==> src/rtl/shift_add_mult_ctrl_if.sv <==
// shift_add_mult_ctrl_if: start/done handshake and operand/product bus for the shift-add multiplier
interface shift_add_mult_ctrl_if #(parameter int WIDTH = 4);
  logic                 start;
  logic [WIDTH-1:0]     a;
  logic [WIDTH-1:0]     b;
  logic                 busy;
  logic                 done;
  logic [2*WIDTH-1:0]   product;
  modport master (output start, a, b, input busy, done, product);
  modport slave  (input start, a, b, output busy, done, product);
endinterface

==> src/rtl/shift_add_mult_ctrl.sv <==
// shift_add_mult_ctrl: sequential unsigned WIDTH x WIDTH shift-and-add multiplier with start/done handshake
// Optional EARLY_TERM_EN: finish as soon as the remaining multiplier bits are all zero.
module shift_add_mult_ctrl #(
  parameter int WIDTH = 4
) (
  input logic              clk,
  input logic              rst_n,
  shift_add_mult_ctrl_if.slave bus
);
  localparam int CW = $clog2(WIDTH) + 1;
  typedef enum logic [1:0] {IDLE, BUSY, DONE} state_t;
  state_t             state_q;
  logic [WIDTH-1:0]   m_q, a_q, q_q, add_b, sum, a_d, q_d;
  logic [WIDTH:0]     cy;
  logic [CW-1:0]      cnt_q;
  logic               busy_q, done_q, fin;
  logic [2*WIDTH-1:0] prod_q, prod_d;
  // one ripple-carry adder reused every iteration; carry-out lands in the shifted-in MSB of A
  assign add_b = q_q[0] ? m_q : '0;
  assign cy[0] = 1'b0;
  for (genvar i = 0; i < WIDTH; i++) begin : g_fa
    assign sum[i]  = a_q[i] ^ add_b[i] ^ cy[i];
    assign cy[i+1] = (a_q[i] & add_b[i]) | (cy[i] & (a_q[i] ^ add_b[i]));
  end
  assign a_d = {cy[WIDTH], sum[WIDTH-1:1]};
  assign q_d = {sum[0], q_q[WIDTH-1:1]};
`ifdef EARLY_TERM_EN
  logic [CW-1:0]    rem;
  logic [WIDTH-1:0] rem_mask;
  // low rem bits of Q are still unprocessed multiplier bits; when zero the rest is pure shifting
  assign rem      = CW'(WIDTH - 1) - cnt_q;
  assign rem_mask = ~({WIDTH{1'b1}} << rem);
  assign fin      = ~|(q_d & rem_mask);
  assign prod_d   = {a_d, q_d} >> rem;
`else
  assign fin    = (cnt_q == CW'(WIDTH - 1));
  assign prod_d = {a_d, q_d};
`endif
  always_ff @(posedge clk or negedge rst_n) begin
    if (!rst_n) begin
      state_q <= IDLE;
      m_q     <= '0;
      a_q     <= '0;
      q_q     <= '0;
      cnt_q   <= '0;
      busy_q  <= 1'b0;
      done_q  <= 1'b0;
      prod_q  <= '0;
    end else begin
      case (state_q)
        IDLE, DONE: begin
          done_q  <= 1'b0;
          busy_q  <= bus.start;
          state_q <= bus.start ? BUSY : IDLE;
          if (bus.start) begin
            m_q   <= bus.a;
            q_q   <= bus.b;
            a_q   <= '0;
            cnt_q <= '0;
          end
        end
        BUSY: begin
          a_q   <= a_d;
          q_q   <= q_d;
          cnt_q <= cnt_q + 1'b1;
          if (fin) begin
            prod_q  <= prod_d;
            done_q  <= 1'b1;
            state_q <= DONE;
          end
        end
        default: state_q <= IDLE;
      endcase
    end
  end
  assign bus.busy    = busy_q;
  assign bus.done    = done_q;
  assign bus.product = prod_q;
endmodule

==> src/flat_wrapper.sv <==
// flat-port wrapper written by rule: the top's interface ports become plain ports
module shift_add_mult_ctrl_flat 
#(
  parameter int WIDTH = 4
)
  (clk, rst_n, bus_start, bus_a, bus_b, bus_busy, bus_done, bus_product);
  shift_add_mult_ctrl_if #(.WIDTH(WIDTH)) bus_i ();
  input logic clk;
  input logic rst_n;
  input wire logic [$bits(bus_i.start)-1:0] bus_start;
  input wire logic [$bits(bus_i.a)-1:0] bus_a;
  input wire logic [$bits(bus_i.b)-1:0] bus_b;
  output wire logic [$bits(bus_i.busy)-1:0] bus_busy;
  output wire logic [$bits(bus_i.done)-1:0] bus_done;
  output wire logic [$bits(bus_i.product)-1:0] bus_product;
  assign bus_i.start = bus_start;
  assign bus_i.a = bus_a;
  assign bus_i.b = bus_b;
  assign bus_busy = bus_i.busy;
  assign bus_done = bus_i.done;
  assign bus_product = bus_i.product;
  shift_add_mult_ctrl #(.WIDTH(WIDTH)) u_core (.clk(clk), .rst_n(rst_n), .bus(bus_i));
endmodule
==> config.mk <==
export PLATFORM = sky130hd
export DESIGN_NAME = shift_add_mult_ctrl_flat
export DESIGN_NICKNAME = d
export VERILOG_FILES = /design/src/rtl/shift_add_mult_ctrl_if.sv /design/src/rtl/shift_add_mult_ctrl.sv /design/src/flat_wrapper.sv
export SDC_FILE = /design/constraint.sdc
export NUM_CORES = 1
export LEC_CHECK = 0
export CORE_UTILIZATION = 28
export CTS_BUF_LIST = sky130_fd_sc_hd__clkbuf_2
export DETAILED_ROUTE_END_ITERATION = 12
export HOLD_SLACK_MARGIN = 0.15
export RECOVER_POWER = 50
export SLEW_MARGIN = 25
export SYNTH_ARGS = -nofsm -noshare
export SYNTH_HDL_FRONTEND = slang
export SYNTH_SLANG_ARGS = --single-unit
==> constraint.sdc <==
create_clock -name clk -period 2.56 [get_ports clk]
set_input_delay 0.256 -clock clk [delete_from_list [all_inputs] [get_ports clk]]
set_output_delay 0.256 -clock clk [all_outputs]
set_load 0.01 [all_outputs]
==> results of run 1 <==
stage by stage:
| stage | power [mW] | worst slack, ns | cells | area (um2) |
|---|---|---|---|---|
| 3_5_place_dp | 1.68 | 0.182 | 169 | 1470 |
| 6_report | 1.80 | 0.156 | 173 | 1480 |
| 5_1_grt | 1.95 | 0.114 | 173 | 1480 |
| 2_1_floorplan | 1.43 | 0.317 | 102 | 1270 |
| 4_1_cts | 1.85 | 0.158 | 173 | 1490 |
| 3_3_place_gp | 1.64 | 0.281 | 169 | 1470 |
power by group:
part | switching [mW] | internal (mW)
sequential | 0.143 | 0.625
clock | 0.125 | 0.0354
combinational | 0.405 | 0.464
placed cells by master (no fill, tap or decap):
master           count
nand3b_1             1
clkbuf_1             1
a22o_1               4
o22ai_1              4
mux2i_1              1
and2_1               1
and2b_2              1
a21oi_2              4
dlygate4sd3_1        1
nand2b_1             1
mux2_4               4
dfrtp_1             27
nor2_1               1
clkbuf_2             3
clkinv_2             1
nand2b_4             1
nand2_1             13
and2_4               1
ha_1                 3
clkdlybuf4s50_1     19
xnor2_1              1
mux2_2               2
inv_1               10
o2bb2ai_1            3
o21a_1               1
o21ai_0              9
fa_1                 3
path summary, 6_finish.rpt:
check	from	end	slack [ns]	cells past startpoint
max in group asynchronous	rst_n	u_core.q_q[1]	0.96	2
min in group asynchronous	rst_n	u_core.bus.product[4]	0.74	2
min	bus_b[3]	u_core.q_q[3]	0.49	3
min reg2reg	u_core.bus.busy	u_core.bus.busy	0.51	2
max	u_core.q_q[0]	u_core.a_q[2]	0.16	8
max reg2reg	u_core.q_q[0]	u_core.a_q[2]	0.16	8
registers in the layout, summed over array words and instances, names as in the netlist:
register	count
u_core.bus.product	8
u_core.state_q	2
u_core.cnt_q	3
u_core.q_q	4
u_core.bus.done	1
u_core.m_q	4
u_core.a_q	4
u_core.bus.busy	1
cells in the mapped netlist:
| master | instances | area share (%) |
|---|---|---|
| clkbuf_8 | 1 | 1.1 |
| nand2_1 | 13 | 3.8 |
| o21ai_0 | 9 | 3.5 |
| a21oi_2 | 4 | 2.8 |
| o21a_1 | 1 | 0.59 |
| mux2_4 | 4 | 4.7 |
| mux2_2 | 2 | 1.8 |
| nand2b_4 | 2 | 2.2 |
| and2_4 | 1 | 0.69 |
| o22ai_1 | 4 | 2.0 |
| and2_1 | 1 | 0.49 |
| and2b_2 | 1 | 0.69 |
| dfrtp_1 | 27 | 53 |
| o2bb2ai_1 | 3 | 2.1 |
| a22o_1 | 4 | 2.8 |
| fa_1 | 3 | 4.7 |
| ha_1 | 3 | 3.0 |
| inv_1 | 10 | 3.0 |
| nor2_1 | 1 | 0.29 |
| nand3b_2 | 1 | 0.89 |
| buf_6 | 5 | 4.4 |
| mux2i_1 | 1 | 0.79 |
| xnor2_1 | 1 | 0.69 |
area by class of cell:
class	instances	area, um2
multi-input combinational	59	477
clock inverter	1	5.00
timing repair buffer	21	204
tap	52	65.1
sequential	27	676
fill	440	2880
inverter	10	37.5
clock buffer	3	15.0
routing by layer:
layer	up-vias	track usage [%]	wire, um
met5	-	0	0
met4	0	5.44	43
met3	5	2.62	87
met2	17	17.0	1120
met1	381	12.4	1020
li1	379	-	-
critical path, stage by stage, from the launching register on:
cell and delay, ns:
dfrtp_1 0.46, and2_1 0.14, ha_1 0.13, inv_1 0.05, fa_1 0.40, fa_1 0.40
fa_1 0.52, mux2i_1 0.08, a22o_1 0.18
cells by family (layout without fill, tap and decap cells):
kind of cell             count (synthesis)  in the layout  share of synthesized area [%]
multiplexers                             7              7                           7.28
flip-flops                              27             27                           53.1
XOR/XNOR                                 1              1                          0.689
AND/OR/NAND/NOR                         20             20                           9.06
adder cells (fa/ha/maj)                  6              6                           7.68
AO/OA/AOI/OAI                           25             25                           13.7
buffers and inverters                   16             35                           8.46
==> flow_summary_export.csv, run 1 <==
group,metric,value,unit
run_status,status,"finished clean",
clock_network,cts_resized,0,
synthesis,yosysSeqAreaShare,53.1,%
route,wl_per_cell,13.1,um
placement,post-dp-hpwl,1.73,mm
synthesis,yosysWarnings,0,
sta,tightest_slew,1.49,ns
placement,place.gp.congestion,0.774,
die,die-width,69.4,um
sta,finalCritPeriodShare,93.9,%
route,drt_wl_total,2.27,mm
pwr,vdd_ir_drop_max,0.303,mV
die,num_rows,24,
clock_network,ctsHoldBuffers,0,
synthesis,syn_avg_cell_area,12.5,um2
route,drt_iter0_markers,37,
clock_network,cts_tree,"done",
route,drc_errors,0,
global_routing,grt_pass1_vias,906,
sta,slew_headroom,0.553,%
global_routing,grt_pass1_wl,3.93,mm
die,boundaryPins,21,
sta,slew_viol_final,0,
sta,setup_viol,0,
clock_network,cts_buffers,3,
critical_path,endpoint_kind,"flop",
clock_network,cts_max_level,1,
route,vias_per_cell,4.52,
critical_path,crit_type,"flop to flop",
synthesis,synth-seq-cells,27,
sta,max_freq,416,MHz
die,dieArea,0.00481,mm2
route,dr.pass1.iters,4,
sta,fin_skew,0.0127,ns
pwr,powerDensity,1220,mW/mm2
final_layout,drive_above_1_share,14.0,%
clock_network,clkSinkCount,27,
synthesis,synth_cell_type_count,23,
die,fp.coreArea,0.00435,mm2
final_layout,n_antenna_cell,0,
sta,finalSetupTns,0,ns
critical_path,start_kind,"flop",
route,antenna_left,0,
die,start_util,29.2,%
global_routing,gr-total-overflow,0,
critical_path,cp.arrival,2.70,ns
sta,hold_violations,0,
final_layout,syn_to_final_growth,16.3,%
job,cap_viol_max_count,0,
min_path,hold_path.class,"input port to flop",
route,routed-via-count,782,
synthesis,syn_nets,119,
final_layout,layout.nets,139,
sta,whs,0.494,ns
clock_network,clk_pin_slew,0.25,ns
global_routing,grt_usage,10.3,%
final_layout,utilization,34.0,%
critical_path,worstPathMaxFanout,5,
clock_network,root_buffer,"clkbuf_2",
synthesis,synth_area,0.00127,mm2
global_routing,antenna_found_initial,0,
synthesis,syn_inst,102,
global_routing,grt_max_degree,28,
placement,io_buffers,20,
die,die_y,69.4,um
clock_network,clkLatencyLatePin,0.36,ns
clock_network,post_cts_buffers,0,
pwr,p_leak,0.661,nW
sta,rsz0062_at_grt,"no",
clock_network,clockBufferDepth,2,
critical_path,worstPathRequired,2.85,ns
sta,period_minus_slack,2.40,ns
Note: power is estimated with default switching activity, not from simulation.
==> inputs of run 2 (changes only) <==
CELL_PAD_IN_SITES_DETAIL_PLACEMENT = 1   (was unset)
CELL_PAD_IN_SITES_GLOBAL_PLACEMENT = 1   (was unset)
GPL_TIMING_DRIVEN = 0   (was unset)
PLACE_DENSITY_LB_ADDON = 0.1   (was unset)
==> run 2 against run 1 <==
Against the previous run: the run now ends with max-capacitance violations, max-slew violations left; via count grew 2.9%; design area is 3.6% higher; combinational power up 12%; total power rose by 4.7%; sequential power fell by 4.3%; wire length rose by 12%; utilization grew 1.2 points; worst setup slack got worse by 0.036 ns; fmax shrank 1.5%; critical path depth unchanged; highest routed layer unchanged.
==> flow_summary_export.csv, run 2 (synthesis gave the netlist of run 1 again) <==
group,metric,value,unit
sta,slew_headroom,-1.98,%
clock_network,clockBufferDepth,2,
die,start_util,29.2,%
critical_path,crit_top_cell,"fa_1",
final_layout,syn_to_final_growth,20.5,%
placement,place_inst,174,
placement,placed_area,0.00153,mm2
route,dr.pass1.iters,4,
route,drc_errors,0,
die,boundaryPins,21,
sta,whs,0.441,ns
placement,place.gp.congestion,0.663,
sta,rsz0062_at_grt,"no",
run_status,violations,"max-capacitance violations, max-slew violations",
critical_path,crit_type,"flop to flop",
sta,finalCritPeriodShare,95.3,%
clock_network,clkLatencyLatePin,0.38,ns
clock_network,root_buffer,"clkbuf_2",
route,drt_wl_total,2.55,mm
critical_path,critical-path-top-delay-family,"adder cells",
clock_network,ctsHoldBuffers,1,
clock_network,clk_pin_slew,0.26,ns
sta,hold_violations,0,
sta,setup_viol,0,
final_layout,layout.nets,145,
critical_path,cp.arrival,2.75,ns
final_layout,drive_above_1_share,16.5,%
clock_network,post_cts_buffers,0,
critical_path,worstPathMaxFanout,5,
placement,io_buffers,20,
route,vias_per_cell,4.50,
die,num_rows,24,
die,fp.coreArea,0.00435,mm2
clock_network,cts_tree,"done",
final_layout,utilization,35.2,%
critical_path,start_kind,"flop",
global_routing,antenna_found_initial,0,
sta,max_freq,410,MHz
sta,finalSetupTns,0,ns
critical_path,path_cells,"and2_1 -> ha_1 -> inv_1 -> fa_1 -> fa_1 -> fa_1 -> mux2i_1 -> a22o_1",
final_layout,fill_cells,473,
job,cap_viol_max_count,1,
clock_network,cts_resized,0,
clock_network,cts_buffers,3,
route,wl_per_cell,14.2,um
final_layout,multi_input_area,477,um2
global_routing,grt_pass1_vias,928,
route,drt_iter0_markers,18,
global_routing,grt_max_degree,28,
final_layout,final_common_cell,"dfrtp_1",
placement,post-dp-hpwl,1.83,mm
critical_path,worstPathRequired,2.87,ns
final_layout,fin_cells,179,
global_routing,grt_pass1_wl,4.57,mm
final_layout,layout_common_cells,"dfrtp_1, clkdlybuf4s50_1, nand2_1, inv_1, o21ai_0",
critical_path,slowest_stage,"fa_1",
pwr,p_sw_share,37.7,%
final_layout,largest_reg_flops,8,
final_layout,seqCellArea,676,um2
clock_network,clkSinkCount,27,
min_path,hold_path.class,"input port to flop",
die,dieArea,0.00481,mm2
pwr,p_leak,0.684,nW
die,die_y,69.4,um
die,die-width,69.4,um
final_layout,design_area,0.00153,mm2
pwr,combPwrFrac,51.8,%
pwr,intPower,1.17,mW
route,antenna_left,0,
run_status,status,"complete, but fails checks",
sta,fin_skew,0.00328,ns
sta,period_minus_slack,2.44,ns
sta,slew_viol_final,28,
route,routed-via-count,805,
final_layout,n_antenna_cell,0,
clock_network,cts_max_level,1,
pwr,pwr-share-clk,9.1,%
critical_path,endpoint_kind,"flop",
pwr,pwr-share-seq,39.1,%
pwr,vdd_ir_drop_max,0.397,mV
sta,tightest_slew,1.53,ns
critical_path,worst-path-buf-inv,1,
critical_path,slowest_delay,0.53,ns
global_routing,gr-total-overflow,0,
pwr,switchingPower,709,uW
pwr,powerDensity,1230,mW/mm2
global_routing,grt_usage,12.2,%
## run 2: changes by cell type in the layout (fill, tap and decap cells not counted)
cell and change:
buf_6 +4, mux2_1 +1, mux2_4 -1, nand3b_2 +1, clkbuf_1 +2, nand3b_1 -1
## run 2: final cells by class
class | instances | area share (%)
Multi-Input combinational cell | 59 | 31.1
Inverter | 10 | 2.45
Clock buffer | 3 | 0.980
Clock inverter | 1 | 0.327
Tap cell | 52 | 4.25
Timing Repair Buffer | 21 | 13.3
Sequential cell | 27 | 44.1
Buffer | 6 | 3.43
## run 2: worst paths after layout
check	cells past startpoint	endpoint	start	slack, ns
min in group asynchronous	2	u_core.bus.product[1]	rst_n	0.73
worst min-delay path	2	u_core.m_q[0]	bus_a[0]	0.44
worst max-delay path	8	u_core.a_q[2]	u_core.q_q[0]	0.12
worst max register to register	8	u_core.a_q[2]	u_core.q_q[0]	0.12
max in group asynchronous	2	u_core.m_q[2]	rst_n	0.96
worst min register to register	2	u_core.bus.product[2]	u_core.bus.product[2]	0.52
## run 2: stage by stage
step | total power [mW] | setup slack [ns]
finish | 1.88 | 0.120
global placement | 1.76 | 0.150
detailed placement | 1.78 | 0.119
floorplan | 1.43 | 0.317
global route | 2.05 | 0.0299
CTS | 1.96 | 0.0776
## run 2: power by group through the flow
stage	clock network (mW)	registers, mW	logic [mW]
CTS	0.175	0.744	1.04
global route	0.193	0.764	1.09
global placement	0	0.746	1.01
detailed placement	0	0.755	1.03
floorplan	0	0.761	0.669
finish	0.172	0.736	0.974
## run 2: layer usage
metal / track usage, % / part of all wire, % / vias to the layer above
li1: - / - / 389
met4: 5.44 / 2.2 / 0
met5: 0 / 0 / -
met3: 1.74 / 2.6 / 5
met1: 16.4 / 49 / 395
met2: 19.5 / 46 / 16
==> inputs of run 3 (changes only) <==
CORE_UTILIZATION = 43   (was 28)
==> run 3 against run 2 <==
Against the previous run: the run ends with max-capacitance violations left; critical path depth stayed put; total power is 1.8% higher; fmax is 1.7% higher; clock power hardly changed; sequential share of layout area is 0.66 points higher; utilization is 19 points higher; combinational power is 4% higher; clock-buffer cell count is 1 higher; flip-flop and latch count stayed put; final cell count is 11% lower; via count is 2.1% higher; critical path type unchanged; critical endpoint unchanged.
==> flow_summary_export.csv, run 3 (synthesis gave the netlist of run 1 again) <==
group,metric,value,unit
route,drt_iter0_markers,14,
clock_network,clkSinkCount,27,
sta,rsz0062_at_grt,"no",
global_routing,gr-total-overflow,0,
route,vias_per_cell,5.17,
run_status,status,"complete, but fails checks",
global_routing,antenna_found_initial,0,
route,wl_per_cell,16.8,um
final_layout,largest_reg_flops,8,
route,routed-via-count,822,
critical_path,worst-path-buf-inv,1,
global_routing,grt_pass1_vias,926,
sta,setup_viol,0,
sta,hold_violations,0,
route,drc_errors,0,
critical_path,cp.arrival,2.68,ns
clock_network,cts_buffers,3,
clock_network,clk_pin_slew,0.26,ns
sta,period_minus_slack,2.40,ns
final_layout,layout.nets,146,
placement,io_buffers,20,
placement,post-dp-hpwl,1.96,mm
clock_network,cts_resized,0,
critical_path,start_kind,"flop",
critical_path,path_cells,"and2_1 -> ha_1 -> inv_1 -> fa_1 -> fa_1 -> fa_1 -> mux2i_1 -> a22o_1",
critical_path,slowest_stage,"fa_1",
placement,place.gp.congestion,0.649,
critical_path,r2r_cells,8,
final_layout,drive_above_1_share,16.4,%
die,start_util,45.7,%
sta,slew_viol_final,0,
sta,finalSetupTns,0,ns
final_layout,fill_cells,311,
clock_network,root_buffer,"clkbuf_2",
placement,dp_worst_setup_slack,0.117,ns
critical_path,timing.rr.end,"u_core.a_q[2]",
pwr,p_leak,0.684,nW
final_layout,syn_to_final_growth,18.7,%
min_path,hold_path.class,"input port to flop",
clock_network,cts_max_level,1,
job,cap_viol_max_count,1,
die,dieArea,0.00318,mm2
die,boundaryPins,21,
critical_path,crit_cells,8,
critical_path,r2r_start,"u_core.m_q[0]",
global_routing,grt_usage,19.7,%
global_routing,grt_pass1_wl,4.63,mm
final_layout,layout_common_cells,"dfrtp_1, clkdlybuf4s50_1, nand2_1, inv_1, o21ai_0",
critical_path,ff2ff_setup_slack,0.16,ns
clock_network,clkLatencyLatePin,0.36,ns
critical_path,worstPathRequired,2.84,ns
route,drt_wl_total,2.68,mm
die,num_rows,19,
route,met3_length,49,um
min_path,hold_start,"bus_a[0]",
sta,tightest_slew,1.50,ns
route,met1Wirelength,1.09,mm
clock_network,cts_tree,"done",
sta,max_freq,417,MHz
final_layout,seqCellArea,676,um2
die,die_y,56.4,um
critical_path,crit_end,"u_core.a_q[2]",
sta,fin_skew,0.0125,ns
critical_path,crit_start,"u_core.m_q[0]",
critical_path,crit_top_cell,"fa_1",
die,die-width,56.4,um
global_routing,grt_max_degree,28,
critical_path,worstPathMaxFanout,2,
sta,slew_headroom,0.110,%
critical_path,endpoint_kind,"flop",
run_status,violations,"max-capacitance violations",
final_layout,n_antenna_cell,0,
final_layout,final_common_cell,"dfrtp_1",
critical_path,critical-path-top-delay-family,"adder cells",
pwr,powerDensity,1270,mW/mm2
route,antenna_left,0,
sta,finalCritPeriodShare,93.7,%
pwr,vdd_ir_drop_max,0.625,mV
route,wl_met2,1.49,mm
final_layout,multi_input_area,473,um2
route,dr.pass1.iters,2,
route,maxUsedRoutingLayer,"met4",
critical_path,slowest_delay,0.51,ns
die,fp.coreArea,0.00278,mm2
sta,worst_slack,0.160,ns
critical_path,crit_type,"flop to flop",
clock_network,clockBufferDepth,2,
[run 3: cell count changes in the layout (fill, tap and decap cells not counted), sizes merged]
cell    change
buf         +1
clkinv      -1
clkbuf      +1
[run 3: stage by stage]
| stage | power (mW) | utilization (%) | hold slack [ns] | std cells | cell area, um2 |
|---|---|---|---|---|---|
| finish | 1.92 | 54.3 | 0.456 | 159 | 1510 |
| global route | 2.09 | 54.3 | 0.444 | 159 | 1510 |
| CTS | 1.98 | 55.2 | 0.407 | 158 | 1540 |
| detailed placement | 1.81 | 54.1 | 0.299 | 153 | 1510 |
| global placement | 1.74 | 54.3 | 0.465 | 153 | 1510 |
| floorplan | 1.43 | - | -0.0396 | 102 | 1270 |
[run 3: layout make-up]
class / count / share of cell area, %
timing repair buffer: 22 / 14.0
buffer: 6 / 3.48
inverter: 10 / 2.49
sequential: 27 / 44.8
clock buffer: 4 / 1.33
multi-input combinational: 59 / 31.3
tap: 31 / 2.57
[run 3: how the worst min path moves through the flow]
| stage | slack [ns] | cells past startpoint | to |
|---|---|---|---|
| finish | 0.46 | 2 | u_core.m_q[0] |
| global route | 0.44 | 2 | u_core.m_q[0] |
| CTS | 0.41 | 2 | u_core.cnt_q[1] |
| detailed placement | 0.30 | 1 | u_core.state_q[1] |
| global placement | 0.47 | 2 | u_core.bus.busy |
| floorplan | -0.04 | 0 | u_core.a_q[0] |
[run 3: power by group]
group	total [mW]	switching [mW]	internal [mW]
logic	1.01	0.489	0.519
registers	0.738	0.113	0.626
clock network	0.170	0.129	0.0412
total	1.92	0.731	1.19
[run 3: timing repair]
action	in CTS	in global routing
setup endpoints to repair	0	1
endpoints found under the hold margin	27	0
setup buffers	0	1
hold buffers	1	0
[run 3: routing by layer]
layer / vias to the layer above / track usage (%)
met3: 4 / 2.30
met2: 11 / 36.2
met4: 0 / 8.71
met5: - / 0
li1: 391 / -
met1: 416 / 22.8
